**config.mk**
```make
export PLATFORM = sky130hd
export DESIGN_NAME = ysyx_23060072_fetch_ctrl
export DESIGN_NICKNAME = d
export VERILOG_FILES = /design/src/rtl/ysyx_23060072_fetch_ctrl.sv
export SDC_FILE = /design/constraint.sdc
export NUM_CORES = 1
export LEC_CHECK = 0
export BUFFER_PORTS_ARGS = -buffer_cell sky130_fd_sc_hd__buf_4
export CAP_MARGIN = 20
export CELL_PAD_IN_SITES_DETAIL_PLACEMENT = 0
export CELL_PAD_IN_SITES_GLOBAL_PLACEMENT = 1
export CORE_UTILIZATION = 36
export CTS_CLUSTER_DIAMETER = 60
export DETAILED_ROUTE_END_ITERATION = 10
export PLACE_DENSITY_LB_ADDON = 0.05
export SETUP_SLACK_MARGIN = 0.02
export SYNTH_ARGS = -nofsm -noshare
export SYNTH_HDL_FRONTEND = slang
export SYNTH_SLANG_ARGS = --single-unit
export TNS_END_PERCENT = 100
```
**constraint.sdc**
```tcl
create_clock -name clk -period 4.7 [get_ports clk]
set_input_delay 0.94 -clock clk [delete_from_list [all_inputs] [get_ports clk]]
set_output_delay 0.94 -clock clk [all_outputs]
set_load 0.1 [all_outputs]
```
**src/rtl/ysyx_23060072_fetch_ctrl.sv**
```systemverilog
// Instruction fetch sequencer: owns the PC and issues one imem read at a time.
// Latency: REQ -> WAIT -> HOLD, 3 cycles per instruction at best; HOLD stalls until decode accepts.
module ysyx_23060072_fetch_ctrl #(
  parameter logic [31:0] RESET_PC = 32'h8000_0000,
  parameter logic [31:0] PC_STEP  = 32'd4
) (
  input  logic        clk,
  input  logic        rst,
  input  logic        fetch_en_i,
  input  logic        redirect_valid_i,
  input  logic [31:0] redirect_pc_i,
  output logic        imem_req_valid_o,
  input  logic        imem_req_ready_i,
  output logic [31:0] imem_addr_o,
  input  logic        imem_rsp_valid_i,
  input  logic [31:0] imem_rsp_data_i,
  output logic        out_valid_o,
  input  logic        out_ready_i,
  output logic [31:0] out_pc_o,
  output logic [31:0] out_instr_o
);

  typedef enum logic [1:0] {REQ, WAIT, HOLD} state_t;

  state_t      state;
  logic [31:0] pc;
  logic [31:0] buf_pc;
  logic [31:0] buf_instr;
  logic        kill;
  logic        handshake;
  logic [31:0] redir_pc;

  assign redir_pc         = redirect_pc_i & ~32'h3;
  // Reset gating keeps the request low for the whole time rst is high.
  assign imem_req_valid_o = (state == REQ) & fetch_en_i & ~rst;
  assign handshake        = imem_req_valid_o & imem_req_ready_i;
  assign imem_addr_o      = pc;
  assign out_valid_o      = (state == HOLD);
  assign out_pc_o         = buf_pc;
  assign out_instr_o      = buf_instr;

  always_ff @(posedge clk or posedge rst) begin
    if (rst) begin
      state     <= REQ;
      pc        <= RESET_PC;
      kill      <= 1'b0;
      buf_pc    <= 32'h0;
      buf_instr <= 32'h0;
    end else begin
      case (state)
        REQ: begin
          if (redirect_valid_i) pc <= redir_pc;
          // A request accepted alongside a redirect is still outstanding; its response must be dropped.
          if (handshake) begin
            state <= WAIT;
            if (redirect_valid_i) kill <= 1'b1;
          end
        end
        WAIT: begin
          if (imem_rsp_valid_i) begin
            if (kill || redirect_valid_i) begin
              kill  <= 1'b0;
              state <= REQ;
              if (redirect_valid_i) pc <= redir_pc;
            end else begin
              buf_pc    <= pc;
              buf_instr <= imem_rsp_data_i;
              pc        <= pc + PC_STEP;
              state     <= HOLD;
            end
          end else if (redirect_valid_i) begin
            kill <= 1'b1;
            pc   <= redir_pc;
          end
        end
        HOLD: begin
          if (redirect_valid_i) begin
            pc    <= redir_pc;
            state <= REQ;
          end else if (out_ready_i) begin
            state <= REQ;
          end
        end
        default: state <= REQ;
      endcase
    end
  end

endmodule

```
==> summary.txt <==
status -> completed
Filler cells -> 1,272
Critical Path RT -> 4920 ps
placed cells -> 858
CTS tree -> done
Clock Latency Late Sink -> 350 ps
distinct cell type count after synthesis -> 54
Total Neg Setup Slack -> 0 ps
TritonRoute pass-1 iters -> 5
Hold Fails Final Rpt -> 0
post-CTS setup buffers -> 0
PnR Total Power -> 4.76 mW
Initial Utilization -> 36.8%
sw frac -> 57.7%
Worst-path clk slew -> 70 ps
pre-CTS WS -> 1540 ps
period utilization -> 59.8%
clk root buf -> clkbuf_16
CTS Buf Count -> 9
Crit Path Class -> input port to flop
final slew viol count -> 0
initial antenna violation count -> 0
gp weighted congestion -> 0.836
Slew @ Worst Pin -> 969 ps
hold crit path type -> flop to flop
drt drc -> 0
Overflow after GRT -> 0
Post-synth EDFFs -> 0
total wire length -> 14,000 µm
Hold Crit Depth -> 2
die width -> 116 µm
# nets final -> 769
Ant. Diodes -> 0
Ys Warns -> 0
LEAKAGE -> 3.14 nW
number of global-route vias before repair -> 4,140
area share of the largest cell type after synthesis -> 52.7%
critical path capture point type -> flop
global-route usage over all layers -> 21.5%
prevailing post-synth register cell -> dfrtp_1
Async S/R FF share, synth -> 100%
crit path DAT -> 3030 ps
initial detailed-routing violation count -> 265
Core Footprint -> 12,600 µm²
fmax -> 356 MHz
Net Count, Synth -> 619
Flop pwr share -> 27.1%
CP Launch Type -> input port
CP max FO -> 44
I/O Buffers -> 166
routed len/inst -> 16.0 µm
clk_skew -> 6.42 ps
PnR worst setup slack -> 1890 ps
Resized cells post-CTS -> 0
Vert. Die Dim -> 116 µm
Clock power frac -> 15.4%
first-pass GRT wire length -> 21,800 µm
max_slew headroom -> 35.4%
synthesized instance count -> 547
cts hold-fix bufs -> 0
Rows -> 41
io pins -> 169
Reg2Reg Depth -> 6
Final Non-Filler Cells -> 874
Setup violations, final -> 0
# H-tree levels -> 3
combinational power share -> 57.5%
total net switching power -> 2.75 mW
peak supply drop -> 0.490 mV
synthesized area -> 4650 µm²
vias after detailed routing -> 4,435
Mapped Avg Cell Area -> 8.50 µm²
sequential-to-total area share from yosys stat -> 53.3%
Area growth, synth to finish -> 36.0%
P_int -> 2.02 mW
largest net degree at the start of global routing -> 75
pwr dens -> 754 nW/µm²
leading area contributor after synthesis -> dfrtp_1
DPL Wire Length -> 9610 µm
CTS max path bufs -> 2
Max-Cap Viols -> 0
post-route ant nets -> 0
CTS sink cnt -> 99
RSZ-0062 raised after global routing -> false
Yosys reg bits -> 99
Final Critical Period -> 2810 ps
drt via density -> 5.07
layout cells sized above 1 -> 27.9%
Die Footprint -> 13,400 µm²
Synth area leaders -> dfrtp_1, nand2_1, a21oi_1
-- cell usage in the layout (no fill, tap or decap), types with 4 or more instances in the layout --
cell type	n
nor2_1	20
nor3_1	13
a21oi_1	30
buf_4	172
nor4_1	9
and2_1	5
nand3_1	15
o22ai_1	7
clkbuf_16	9
nand4_1	6
dfrtp_1	98
a211oi_1	4
and4_1	4
inv_1	6
nand2_1	213
and3_1	5
o21ai_0	22
-- power by group through the flow --
stage	clock network (mW)	registers [mW]	logic, mW
6_report	0.733	1.29	2.74
2_1_floorplan	0	3.17	0.292
5_1_grt	0.783	1.33	2.84
3_5_place_dp	0	1.31	2.75
3_3_place_gp	0	1.30	2.74
4_1_cts	0.755	1.30	2.75
-- final timing paths --
path | startpoint | endpoint | slack (ps)
setup reg to reg | state[0] | out_pc_o[11] | 2090
setup / recovery | redirect_valid_i | out_pc_o[4] | 1890
hold / removal | out_pc_o[29] | out_pc_o[29] | 470
hold reg to reg | out_pc_o[29] | out_pc_o[29] | 470
min in group asynchronous | rst | out_pc_o[15] | 800
max in group asynchronous | rst | out_instr_o[1] | 2940
-- kinds of logic after synthesis --
| group | after synthesis | share of synthesized area (%) |
|---|---|---|
| compound gates | 97 | 13.2 |
| mux | 3 | 0.673 |
| flops | 99 | 53.3 |
| simple gates | 307 | 28.9 |
| buf+inv | 40 | 3.58 |
| fa+ha+maj | 1 | 0.269 |
-- cell type report --
type | instances | area, µm² | share of cell area, %
clock buffer | 12 | 236 | 3.74
timing repair buffer | 172 | 1290 | 20.4
inverter | 7 | 28.8 | 0.455
tap | 172 | 215 | 3.40
sequential | 99 | 2480 | 39.2
multi-input combinational | 408 | 2020 | 32.0
clock inverter | 4 | 51.3 | 0.811
-- routing by layer --
layer  up-vias  track usage [%]  share of wire [%]
met4         0             10.1                2.7
met1      2101             29.6                 46
li1       2174                -                  -
met2       136             33.5                 46
met3        24             3.19                5.5
met5         -                0                  0
-- per-stage QoR --
stage               area, µm²  hold WS, ps  util [%]
global placement         6030          459      47.8
floorplan                4660          481         -
finish                   6320          473      50.1
global route             6320          495      50.1
detailed placement       6030          463      47.8
CTS                      6320          479      50.1
-- sequential cells by signal, summed over array words and instances, names as in the netlist --
register,count
imem_addr_o,32
state,2
out_instr_o,32
kill,1
out_pc_o,32
-- cell usage after synthesis (all sizes together) (2+ instances only) --
master	n
nand2	213
dfrtp	98
a21oi	30
o21ai	23
clkbuf	21
nor2	21
nand3	16
nor3	14
buf	12
nor4	9
inv	7
o22ai	7
nand4	6
and2	5
and3	5
a211oi	4
and4	4
a22o	3
o22a	3
o31ai	3
o32a	3
or4	3
a22oi	2
a311oi	2
a31oi	2
a32oi	2
mux2i	2
nand2b	2
nor2b	2
o211ai	2
o21a	2
o32ai	2
or3	2
-- worst max-delay path: stages --
cell,delay [ps]
buf_4,220
and4bb_1,570
nand2b_2,630
buf_4,470
nand2_1,100
o21ai_0,90
No activity file was read; power rests on OpenSTA's default activity.
